## config.mk

```make
export PLATFORM = sky130hd
export DESIGN_NAME = hex_display_scanner
export DESIGN_NICKNAME = d
export VERILOG_FILES = /design/src/rtl/hex_display_pkg.sv /design/src/rtl/hex_seg_decoder.sv /design/src/rtl/hex_display_scanner.sv
export SDC_FILE = /design/constraint.sdc
export NUM_CORES = 1
export LEC_CHECK = 0
export ABC_AREA = 1
export CORE_UTILIZATION = 56
export CTS_CLUSTER_DIAMETER = 120
export DETAILED_ROUTE_END_ITERATION = 8
export MAX_ROUTING_LAYER = met4
export PLACE_DENSITY = 0.86
export SETUP_SLACK_MARGIN = 0.3
export SLEW_MARGIN = 25
export SYNTH_ARGS = -nofsm -noshare
export SYNTH_HDL_FRONTEND = slang
export SYNTH_HIERARCHICAL = 1
export SYNTH_SLANG_ARGS = --single-unit
export TNS_END_PERCENT = 20
```

## constraint.sdc

```tcl
create_clock -name clock -period 2.32 [get_ports clock]
set_clock_uncertainty 0.2 [all_clocks]
set_input_delay 0.464 -clock clock [delete_from_list [all_inputs] [get_ports clock]]
set_output_delay 0.464 -clock clock [all_outputs]
set_load 0.02 [all_outputs]
```

## src/rtl/hex_display_pkg.sv

```systemverilog
// Shared constants for the hex display scanner: blank pattern, active-low
// segment table and the digit-index width helper.
package hex_display_pkg;

    localparam logic [6:0] SEG_BLANK = 7'h7F;

    // Entry i is the active-low pattern for hex digit i (bit0=a .. bit6=g).
    localparam logic [15:0][6:0] SEG_LUT = {
        7'h0E, 7'h06, 7'h21, 7'h46, 7'h03, 7'h08, 7'h10, 7'h00,
        7'h78, 7'h02, 7'h12, 7'h19, 7'h30, 7'h24, 7'h79, 7'h40
    };

    function automatic int idx_width(input int n);
        return (n <= 1) ? 1 : $clog2(n);
    endfunction

endpackage

```

## src/rtl/hex_seg_decoder.sv

```systemverilog
// Combinational nibble to active-low 7-segment decoder.
module hex_seg_decoder
    import hex_display_pkg::*;
(
    input  logic [3:0] nibble,
    output logic [6:0] seg
);

    assign seg = SEG_LUT[nibble];

endmodule

```

## src/rtl/hex_display_scanner.sv

```systemverilog
// Time-multiplexed N-digit hex display driver with frame-boundary commit and
// optional leading-zero blanking. Define BLINK_EN to add per-digit blinking.
module hex_display_scanner
    import hex_display_pkg::*;
#(
    parameter int N_DIGITS       = 4,
    parameter int SCAN_DIV       = 50000,
    parameter int DIV_WIDTH      = 16,
    parameter int BLINK_DIV_LOG2 = 24
) (
    input  logic                    clock,
    input  logic                    reset,
    input  logic [4*N_DIGITS-1:0]   value_in,
    input  logic                    load,
    input  logic                    lz_suppress,
`ifdef BLINK_EN
    input  logic [N_DIGITS-1:0]     blink_mask,
`endif
    output logic [6:0]              seg,
    output logic [N_DIGITS-1:0]     digit_sel,
    output logic                    frame_start,
    output logic                    pending
);

    localparam int IDX_W = idx_width(N_DIGITS);

    if (N_DIGITS < 1 || SCAN_DIV < 1 || BLINK_DIV_LOG2 < 1 || DIV_WIDTH < 1) begin : g_bad_param
        $error("hex_display_scanner: invalid parameter");
    end

    logic [DIV_WIDTH-1:0]    presc_q, presc_d;
    logic [IDX_W-1:0]        idx_q, idx_d;
    logic [4*N_DIGITS-1:0]   shadow_q, shadow_d;
    logic [4*N_DIGITS-1:0]   disp_q, disp_d;
    logic                    pending_q, pending_d;
    logic [6:0]              seg_q, seg_d;
    logic [N_DIGITS-1:0]     digit_sel_q, digit_sel_d;
    logic                    frame_start_q, frame_start_d;

    logic                    scan_tc;
    logic                    commit;
    logic [3:0]              cur_nibble;
    logic [6:0]              dec_seg;
    logic [N_DIGITS-1:0]     upper_zero;
    logic                    zero_acc;
    logic                    blank;

`ifdef BLINK_EN
    logic [BLINK_DIV_LOG2-1:0] blink_q, blink_d;
`endif

    assign scan_tc    = (presc_q == DIV_WIDTH'(SCAN_DIV - 1));
    assign commit     = scan_tc && (idx_q == IDX_W'(N_DIGITS - 1));
    assign cur_nibble = disp_q[int'(idx_q)*4 +: 4];

    hex_seg_decoder u_dec (
        .nibble (cur_nibble),
        .seg    (dec_seg)
    );

    always_comb begin
        presc_d   = presc_q;
        idx_d     = idx_q;
        shadow_d  = shadow_q;
        disp_d    = disp_q;
        pending_d = pending_q;

        if (scan_tc) begin
            presc_d = '0;
            idx_d   = commit ? '0 : IDX_W'(idx_q + 1'b1);
        end else begin
            presc_d = DIV_WIDTH'(presc_q + 1'b1);
        end

        // A load landing on the commit edge goes straight to the display.
        if (load && commit) begin
            shadow_d  = value_in;
            disp_d    = value_in;
            pending_d = 1'b0;
        end else if (load) begin
            shadow_d  = value_in;
            pending_d = 1'b1;
        end else if (commit) begin
            disp_d    = shadow_q;
            pending_d = 1'b0;
        end

        // upper_zero[i]: nibbles i..N_DIGITS-1 of the displayed value are all zero.
        upper_zero = '0;
        zero_acc   = 1'b1;
        for (int i = N_DIGITS - 1; i >= 0; i--) begin
            zero_acc      = zero_acc && (disp_q[i*4 +: 4] == 4'h0);
            upper_zero[i] = zero_acc;
        end

        blank = lz_suppress && (idx_q != '0) && upper_zero[idx_q];
`ifdef BLINK_EN
        blink_d = BLINK_DIV_LOG2'(blink_q + 1'b1);
        if (blink_q[BLINK_DIV_LOG2-1] && blink_mask[idx_q]) blank = 1'b1;
`endif

        seg_d         = blank ? SEG_BLANK : dec_seg;
        digit_sel_d   = N_DIGITS'(1) << idx_q;
        frame_start_d = (presc_q == '0) && (idx_q == '0);
    end

    always_ff @(posedge clock) begin
        if (reset) begin
            presc_q       <= '0;
            idx_q         <= '0;
            shadow_q      <= '0;
            disp_q        <= '0;
            pending_q     <= 1'b0;
            seg_q         <= SEG_BLANK;
            digit_sel_q   <= '0;
            frame_start_q <= 1'b0;
`ifdef BLINK_EN
            blink_q       <= '0;
`endif
        end else begin
            presc_q       <= presc_d;
            idx_q         <= idx_d;
            shadow_q      <= shadow_d;
            disp_q        <= disp_d;
            pending_q     <= pending_d;
            seg_q         <= seg_d;
            digit_sel_q   <= digit_sel_d;
            frame_start_q <= frame_start_d;
`ifdef BLINK_EN
            blink_q       <= blink_d;
`endif
        end
    end

    assign seg         = seg_q;
    assign digit_sel   = digit_sel_q;
    assign frame_start = frame_start_q;
    assign pending     = pending_q;

endmodule

```

# [Word-level counts from Yosys, hierarchy flattened]
# Memories as Yosys holds them, arrays and structs flattened. A register that Yosys moved wholly into a read port is not among the register bits.
# Cells that the tools add are included.
[word_totals] register_bits=56 mem_bits_rw=0 rom_bits=112 memories=1 elab_cells=48 latchBits=0 inputBits=20 out_inout_bits=13
[classes] n_addsub=2 mux=10 n_eq_ne=3 shifts=2 mul=0 bitwise_logic=0 reduce_logical=22 n_lt_le_gt_ge=1 div=0
[memory_table] memory="(no name shown)" depth=16 width=7 read_ports=1 rd_clocked_by_memory_dff=1 wr=0 line_no="hex_seg_decoder.sv:9" source="assign seg = SEG_LUT[nibble];"
[op_table] cell="two-way mux 16 bit" n=5
[op_table] cell="adder 16 x 1 -> 16 bit, second input constant" n=1
[op_table] cell="== test 16 bit, second input constant" n=1
[op_table] cell="logical NOT 16 bit" n=1
[op_table] cell="logical NOT 4 bit" n=4
[op_table] cell="variable part select 16 x 5 -> 4 bit" n=1
[op_table] cell="logical AND 1 bit" n=8
[op_table] cell="nonzero test 2 bit" n=4
[op_table] cell="OR reduction 2 bit" n=3
[op_table] cell="left shift 1 x 2 -> 4 bit, first input constant" n=1
[op_table] cell="< comparator 2 x 3 -> 1 bit, second input constant" n=1
[op_table] cell="two-way mux 1 bit" n=3
[op_table] cell="adder 2 x 1 -> 2 bit, second input constant" n=1
[op_table] cell="binary-select mux 1 bit (select 2 bit)" n=1
[op_table] cell="== test 2 bit, second input constant" n=1
[op_table] cell="logical NOT 2 bit" n=1
[op_table] cell="two-way mux 2 bit" n=1
[op_table] cell="inequality test 2 x 1 -> 1 bit, second input constant" n=1
[op_table] cell="AND reduction 2 bit" n=1

# [Logic depth before layout (Yosys ltp)]
# Gate-level depths: netlist of run 1.
[logic_depth] ltp_word=8 mapped_depth=12 depth_no_buf=12

# [Modules after synthesis]
# Netlist of run 1, hierarchy kept.
[by_module_without_submodules] mod="hex_display_scanner" cells_per_inst=379 area_each_um2=2727.6 n_inst=1
[by_module_without_submodules] mod="hex_seg_decoder" cells_per_inst=49 area_each_um2=274.0 n_inst=1

# [Least setup slack after synthesis of run 1]
# Ideal clock, no wire load.
[synth_path] kind="register to register" startpoint="register idx_q[1]" endpoint="register seg_q[3] (netlist: seg[3])" t_arrival_ns=1.656 path_stages_with_launch=11 synth_period_minus_slack_ns=1.988 n_path_buf=1 setup_ns=0.132 path_slack_ns=0.332 cell_sequence="dfxtp_1 -> buf_2 -> nand2_1 -> o221ai_1 -> inv_1 -> ha_1 -> nand2_1 -> nand3_1 -> nand2_1 -> inv_1 -> nand2_1"
[synth_between] word_cells_on_any_way=7 classes_between="shift: 1; mux: 2; reduce/logical: 4"
[synth_lines] item="from (decl)" line_no="hex_display_scanner.sv:32" source="logic [IDX_W-1:0] idx_q, idx_d;"
[synth_lines] item="from (signal assigned)" line_no="hex_display_scanner.sv:122" source="idx_q <= idx_d;"
[synth_lines] item="variable part select 16 x 5 -> 4 bit" line_no="hex_display_scanner.sv:54" source="assign cur_nibble = disp_q[int'(idx_q)*4 +: 4];"
[synth_lines] item="net cur_nibble[1]" line_no="hex_display_scanner.sv:42" source="logic [3:0] cur_nibble;"
[synth_lines] item="to (decl)" line_no="hex_display_scanner.sv:36" source="logic [6:0] seg_q, seg_d;"
# The timed path passes the listed nets, and every way through them passes these cells. The select of a mux whose other input is x is not followed.
# A chain may end at the register's enable or synchronous reset.

# [Final worst setup path of run 1]
[layout_path] startpoint="register pending_q (netlist: pending)" endpoint="output pending"
[layout_lines] item="from (decl)" line_no="hex_display_scanner.sv:35" source="logic pending_q, pending_d;"
[layout_lines] item="from (signal assigned)" line_no="hex_display_scanner.sv:125" source="pending_q <= pending_d;"
[layout_lines] item="to (decl)" line_no="hex_display_scanner.sv:22" source="output logic pending"
# No word-level cell between the ends.

==> results of run 1 <==
[power groups by stage]
| stage | combinational, mW | sequential [mW] | clock (mW) |
|---|---|---|---|
| after global placement | 0.158 | 1.15 | 0 |
| after global routing | 0.182 | 1.13 | 0.995 |
| after detailed placement | 0.163 | 1.15 | 0 |
| after CTS | 0.164 | 1.13 | 0.948 |
| after floorplan | 0.0824 | 1.16 | 0 |
| final | 0.164 | 1.13 | 0.925 |
[sequential cells by signal (all words and copies together), names as in the netlist]
| register | flops |
|---|---|
| shadow_q | 16 |
| disp_q | 16 |
| seg | 7 |
| digit_sel | 4 |
| presc_q | 16 |
| pending | 1 |
| idx_q | 2 |
| frame_start | 1 |
[through the flow]
stage          total power [mW]  instances
2_1_floorplan              1.24        428
3_3_place_gp               1.31        527
3_5_place_dp               1.31        527
4_1_cts                    2.24        543
5_1_grt                    2.30        544
6_report                   2.21        544
[per-layer routing]
metal | part of all wire [%] | track usage [%] | wire [um]
met2 | 48 | 40.5 | 3120
met1 | 42 | 28.0 | 2720
met4 | 3.5 | 18.3 | 223
met5 | 0 | - | 0
met3 | 6.1 | 6.83 | 391
[worst min-delay path by stage]
stage / end / slack, ps / cells past startpoint
final: shadow_q[3]$_SDFFE_PP0P_ / 280 / 2
after global routing: shadow_q[4]$_SDFFE_PP0P_ / 310 / 2
after CTS: shadow_q[3]$_SDFFE_PP0P_ / 280 / 2
after floorplan: presc_q[0]$_SDFF_PP0_ / 230 / 1
after detailed placement: presc_q[0]$_SDFF_PP0_ / 270 / 1
after global placement: presc_q[0]$_SDFF_PP0_ / 250 / 1
[synthesized netlist by cell type (all sizes together)]
master  count
xor2        5
nand3      19
a21oi      14
buf        11
nand4       9
clkinv      1
or2         1
nor3       21
ha         11
dfxtp      63
o21ai      13
nand3b      2
clkbuf      1
nand2     108
o221ai      4
inv        81
nor2       63
nor4        1
[repair_timing]
action	4_1_cts	5_1_grt
endpoints found under the hold margin	0	0
buffers inserted	0	1
gates cloned	0	0
gates resized for setup	2	6
endpoints found under the setup margin	5	5
[final cells by class]
cell class	count	area [um^2]	area share, %
inverters	82	309	8.54
well taps	70	87.6	2.42
clock inverters	4	45.0	1.24
flip-flops and latches	63	1270	35.1
clock buffers	12	145	4.01
multi-input cells	271	1370	37.8
repair buffers	42	395	10.9
[layout by cell type (no fill, tap or decap)]
master and n:
nand2_1 104, inv_1 79, nor2_1 61, dfxtp_1 61, clkdlybuf4s50_1 32, nor3_1 20, nand3_1 18, a21oi_1 14
ha_1 11, clkbuf_8 10, buf_4 10, o21ai_0 9, nand4_1 8, xor2_1 5, clkinv_2 4, o21ai_1 3
nand2_2 2, o221ai_1 2, o221ai_2 2, nand2_4 2, nand3b_1 2, inv_2 2, clkbuf_1 2, dfxtp_4 2
nor2_4 1, nand4_2 1, nor2_8 1, nor3_4 1, or2_2 1, nand3_4 1, nor4_1 1, bufinv_16 1
o21ai_2 1
[cell families after synthesis]
kind of cell,Yosys count,synth area share (%)
and+or+nand+nor,224,33.2
AOI/OAI and AO/OA,31,5.79
adders and majority gates,11,4.59
DFF,63,42.0
xor gates and xnor gates,5,1.46
buffers and inverters,94,12.9
==> reports/qor.yml, run 1 <==
status: "completed"
rsz0062_at_grt: "no"
numCtsBuffers: 9
report.final.slew_viol_count: 0
crit_path_max_fanout: 2
synth_top_area_cell: "dfxtp_1"
ys_seq_area_share_pct: 42.0
ir_drop_mv: 0.393
worstRegToRegCells: 10
start_kind: "register"
power.clock.fraction_pct: 41.8
crit_buf_inv: 1
slowest_delay_ps: 600
routed_wl_um: 6450
reg2reg_slack_ps: 440
grt_util_all_layers_pct: 25.7
comb_power_share_pct: 7.4
drtIter0Drc: 154
synth_area_mm2: 0.00300
final_util_pct: 70.4
pin_count: 33
final_area_mm2: 0.00362
yosys_warnings: 6
wire_per_inst_um: 11.9
place_area_mm2: 0.00340
worstPathCellList: "clkdlybuf4s50_1"
diodes: 0
rows: 26
cts_max_path_buffers: 2
worstPathArrival_ps: 1270
p_sw_uw: 504
hold_ws_ps: 279
first_pass_iters: 5
hold_buffers: 0
drt-vias-per-instance: 5.05
post-place-ws_ps: 169
syn_area_per_cell_um2: 7.01
synth_cells: 428
die_h_um: 75.2
routed-via-count: 2747
grt_pass1_wl_um: 10400
dpl.hpwl_um: 4390
setup_slack_ps: 386
synth_cell_types: 30
worst_pin_slew_ps: 350
cp-endpoint: "pending"
p_leak_nw: 1.80
grt.overflow.total: 0
synthTopCellsByArea: "dfxtp_1, nand2_1, inv_1"
grt_pass1_vias: 2456
setup.worst_path.start: "pending$_SDFFE_PP0P_"
die_area_mm2: 0.00566
gp_congestion: 0.910
core_mm2: 0.00514
clk_pin_slew_ps: 70
io_buffers: 32
hold_start: "shadow_q[3]$_SDFFE_PP0P_"
nets: 500
relSlewSlack_pct: 76.5
fillerInstances: 433
ys_ff_latch: 63
clk_latency_ps: 340
critPathCaptureType: "primary output"
cts_tree: "yes"
drc: 0
synth_top_area_share_pct: 42.0
maxCapViolations: 0
swShare_pct: 22.7
die_x_um: 75.2
cp_num_cells: 1
areaGrowthSynthToFinish_pct: 20.6
root_buffer: "clkbuf_8"
hp-class: "reg2reg"
initial_core_util_pct: 58.4
power_density_mw_per_mm2: 612
clock-sinks: 63
grt_max_degree: 20
rr_startpoint: "idx_q[0]$_SDFFE_PP0P_"
p_seq_share_pct: 50.8
syn_nets: 459
drive_gt1_share_pct: 8.86
ant_nets: 0
antenna_found_initial: 0
finalSetupViolations: 0
path_delay_family: "buffers and inverters"
h-tree-depth: 3
r2r_end: "seg[0]$_SDFF_PP1_"
p_int_mw: 1.71
critical_path_class: "reg2out"
timing_hold_violations_final: 0
critPathRequiredTime_ps: 1660
final.setup.tns_ps: 0
timing.fmax_mhz: 517
critical-path-slowest-cell: "clkdlybuf4s50_1"
fin_crit_sh_pct: 83.4
min_period_ps: 1930
Power figures use the tool's default switching activity.
==> run 2: changes to the inputs <==
- clock period: 2.32 -> 1.8 ns (I/O delays scaled with it)
==> run 2 against run 1 <==
  * The flow now finishes with violations (negative setup slack)
  * Setup slack lost 510 ps
  * Sequential power grew 28%
  * Via count grew 17%
  * Critical path type is now reg2reg
==> reports/qor.yml, run 2 (synthesized netlist as in run 1, its figures left out) <==
numCtsBuffers: 9
grt_pass1_wl_um: 11100
p_sw_uw: 733
dpl.hpwl_um: 4510
fin_crit_sh_pct: 107
drtIter0Drc: 274
final_common_cell: "nand2_1"
cts_tree: "yes"
pin_count: 33
critPathCaptureType: "register"
final_area_mm2: 0.00434
die_h_um: 75.2
timing_hold_violations_final: 0
clk_pin_slew_ps: 70
crit_path_max_fanout: 6
nets: 528
crit_buf_inv: 5
ant_nets: 0
hp-class: "reg2reg"
cts_max_path_buffers: 2
antenna_found_initial: 0
grt_util_all_layers_pct: 27.3
dp.cells: 539
io_buffers: 32
worst_pin_slew_ps: 361
path_delay_family: "buffers and inverters"
drc: 0
layout_common_cells: "nand2_1, inv_1, dfxtp_1, nor2_1"
hold_buffers: 0
place_area_mm2: 0.00359
diodes: 0
comb_power_share_pct: 9.6
maxCapViolations: 0
start_kind: "register"
grt_max_degree: 17
die_area_mm2: 0.00566
initial_core_util_pct: 58.4
relSlewSlack_pct: 75.9
grt.overflow.total: 0
timing.fmax_mhz: 520
ir_drop_mv: 0.574
die_x_um: 75.2
slowest_delay_ps: 380
gp_congestion: 0.879
routed-via-count: 3206
status: "finished with violations"
critical-path-slowest-cell: "dfxtp_4"
power_density_mw_per_mm2: 658
rsz0062_at_grt: "yes"
p_leak_nw: 2.03
swShare_pct: 25.6
h-tree-depth: 3
clk_latency_ps: 340
fin_cells: 572
clock-sinks: 63
finalSetupViolations: 13
report.final.slew_viol_count: 0
worstRegToRegCells: 10
routed_wl_um: 9790
top_regs: "disp_q x16, presc_q x16, shadow_q x16"
critPathRequiredTime_ps: 1890
cp_num_cells: 10
worstPathArrival_ps: 2010
first_pass_iters: 5
min_period_ps: 1920
drt-vias-per-instance: 5.60
p_int_mw: 2.13
hold_ws_ps: 256
areaGrowthSynthToFinish_pct: 44.7
worst_hold_path.num_cells: 1
critical_path_class: "reg2reg"
power.clock.fraction_pct: 39.5
setup_slack_ps: -121
root_buffer: "clkbuf_8"
grt_pass1_vias: 2690
p_seq_share_pct: 50.9
worstPathCellList: "buf_6 > buf_4 > o21ai_1 > o221ai_2 > buf_4 > inv_2 > nand3_1 > nand2_1 > inv_1 > nand2_1"
violations: "negative setup slack"
rows: 26
fillerInstances: 284
drive_gt1_share_pct: 36.5
wire_per_inst_um: 17.1
core_mm2: 0.00514
[run 2: worst paths after layout]
path	from	to	slack, ps
max	idx_q[0]$_SDFFE_PP0P_	seg[4]$_SDFF_PP1_	-120
min	presc_q[0]$_SDFF_PP0_	presc_q[0]$_SDFF_PP0_	260
max reg2reg	idx_q[0]$_SDFFE_PP0P_	seg[4]$_SDFF_PP1_	-120
min reg2reg	presc_q[0]$_SDFF_PP0_	presc_q[0]$_SDFF_PP0_	260
[run 2: per-stage QoR]
step	setup slack (ps)	setup TNS (ps)	total power [mW]	util, %
floorplan	75.8	0	1.60	-
global placement	-34.6	-385	1.70	69.9
detailed placement	-131	-1440	1.71	69.9
CTS	7.44	0	2.78	74.8
global route	-158	-1270	2.95	84.5
finish	-121	-610	2.86	84.5
[run 2: what timing repair did]
action,CTS,global route
gates cloned,0,2
gates resized for setup,30,151
setup buffers,7,8
pin swaps,4,49
setup endpoints to repair,56,55
[run 2: layout make-up]
class,count,area (um^2),area share [%]
multi-input combinational,272,1880,43.3
sequential,63,1280,29.6
timing repair buffer,69,593,13.7
inverter,82,323,7.43
clock buffer,13,159,3.66
tap,70,87.6,2.02
clock inverter,3,17.5,0.403
[run 2: power groups by stage]
stage | Sequential [mW] | Clock, mW | Combinational, mW
6_report | 1.45 | 1.13 | 0.274
5_1_grt | 1.46 | 1.19 | 0.296
4_1_cts | 1.45 | 1.11 | 0.224
3_5_place_dp | 1.48 | 0 | 0.227
3_3_place_gp | 1.48 | 0 | 0.221
2_1_floorplan | 1.49 | 0 | 0.106
[run 2: per-layer routing]
metal	part of all wire, %	up-vias	wire length (um)	GRT usage [%]
li1	-	1452	-	-
met1	37	1473	3650	28.1
met2	50	213	4860	47.6
met3	7.2	68	708	4.69
met4	5.8	0	563	17.9
met5	0	-	0	-
==> run 3: changes to the inputs <==
- CORE_ASPECT_RATIO: not set -> 2
- SLEW_MARGIN: 25 -> 20
==> run 3 against run 2 <==
  * The run still ends with negative setup slack left
  * Core utilization up 0.22 points
  * Clock-buffer cell count down 2
  * Largest cell class unchanged
  * Sequential power about the same
  * Critical path depth up 1
  * Combinational power down 4%
  * Routed wire length down 6.7%
==> reports/qor.yml, run 3 (synthesized netlist as in run 1, its figures left out) <==
numCtsBuffers: 9
rsz0062_at_grt: "yes"
grt.overflow.total: 0
antenna_found_initial: 0
root_buffer: "clkbuf_8"
hp-class: "reg2reg"
routed_wl_um: 9130
critPathRequiredTime_ps: 1860
critical_path_class: "reg2reg"
worst_hold_path.num_cells: 2
min_period_ps: 1880
drc: 0
fin_crit_sh_pct: 104
worstPathCellList: "buf_8 > nand2_8 > o221ai_4 > inv_4 > ha_4 > inv_4 > nand2_4 > nand3_2 > nand2_1 > inv_1 > nand2_1"
timing.fmax_mhz: 533
hold_buffers: 0
drtIter0Drc: 128
timing_hold_violations_final: 0
grt_max_degree: 17
initial_core_util_pct: 58.4
clk_pin_slew_ps: 70
critical-path-slowest-cell: "dfxtp_4"
critPathCaptureType: "register"
die_area_mm2: 0.00567
wire_per_inst_um: 16.2
report.final.slew_viol_count: 0
dpl.hpwl_um: 4930
clk_latency_ps: 370
relSlewSlack_pct: 79.3
worstPathArrival_ps: 1940
power_density_mw_per_mm2: 761
grt_util_all_layers_pct: 30.6
slowest_delay_ps: 390
final.setup.tns_ps: -267
routed-via-count: 3075
io_buffers: 32
start_kind: "register"
cts_tree: "yes"
grt_pass1_wl_um: 12300
hold_ws_ps: 288
violations: "negative setup slack"
die_x_um: 53.8
worstRegToRegCells: 11
pin_count: 33
drt-vias-per-instance: 5.46
core_mm2: 0.00514
first_pass_iters: 4
layout_common_cells: "nand2_1, inv_1, nor2_1, dfxtp_1, buf_4"
finalSetupViolations: 6
rows: 37
maxCapViolations: 0
h-tree-depth: 3
setup_slack_ps: -76.4
status: "finished with violations"
nets: 531
clock-sinks: 63
final_util_pct: 84.7
ir_drop_mv: 0.883
final_common_cell: "nand2_1"
gp_congestion: 0.875
multiInputGateArea_mm2: 0.00173
seqCellArea_mm2: 0.00128
fillerInstances: 278
areaGrowthSynthToFinish_pct: 45.1
post-place-ws_ps: -89.0
p_leak_nw: 2.10
die_h_um: 106
worst_pin_slew_ps: 309
ant_nets: 0
grt_pass1_vias: 2852
crit_path_max_fanout: 6
top_regs: "disp_q x16, presc_q x16, shadow_q x16"
cts_max_path_buffers: 2
drive_gt1_share_pct: 30.1
diodes: 0
==> run 3: changes by cell type in the layout (fill, tap and decap cells not counted), sizes merged <==
cell           previous run  this run
buf                      39        41
bufinv                    0         3
clkbuf                   21        12
clkdlybuf4s15             2         5
clkinv                    2         1
dlygate4sd2               0         6
dlymetal6s2s              1         0
==> run 3: layout make-up <==
type                            instances  share of cell area [%]
Clock buffer                           11                    3.51
Clock inverter                          5                    2.36
Inverter                               82                    7.30
Multi-Input combinational cell        272                    39.8
Sequential cell                        63                    29.5
Tap cell                               58                    1.67
Timing Repair Buffer                   72                    15.9
==> run 3: timing repair <==
action                                  CTS  global route
resized for setup                        50            82
cloned                                    0             3
setup buffers                             9             7
endpoints found under the setup margin   56            53
pin swaps                                12            31
==> run 3: report_power, final <==
group | internal [mW] | switching (mW)
sequential | 1.43 | 0.0187
combinational | 0.119 | 0.145
clock | 1.00 | 0.593
==> run 3: worst max-delay path: cells and delay by family, from the launching register on <==
family,cells,cell delay [ps]
AOI/OAI and AO/OA,1,300
DFF,1,390
adders and majority gates,1,180
buffers and inverters,4,370
and+or+nand+nor,5,310
==> run 3: per-stage QoR <==
step | area [um^2] | instances | power [mW]
floorplan | 3110 | 428 | 1.60
global placement | 3600 | 528 | 1.70
detailed placement | 3600 | 528 | 1.71
CTS | 3990 | 553 | 3.26
global route | 4350 | 563 | 3.41
finish | 4350 | 563 | 3.31
==> run 3: routing by layer <==
metal | vias to the layer above | part of all wire, % | GRT usage, %
met5 | - | 0 | -
met4 | 0 | 6.1 | 20.7
met3 | 49 | 4.5 | 5.34
met2 | 114 | 54 | 51.6
met1 | 1455 | 36 | 29.7
li1 | 1457 | - | -
==> run 3: final timing paths <==
kind	start	end	slack, ps
worst min-delay path	shadow_q[4]$_SDFFE_PP0P_	shadow_q[4]$_SDFFE_PP0P_	290
worst min register to register	shadow_q[4]$_SDFFE_PP0P_	shadow_q[4]$_SDFFE_PP0P_	290
worst max-delay path	idx_q[0]$_SDFFE_PP0P_	seg[0]$_SDFF_PP1_	-80
worst max register to register	idx_q[0]$_SDFFE_PP0P_	seg[0]$_SDFF_PP1_	-80
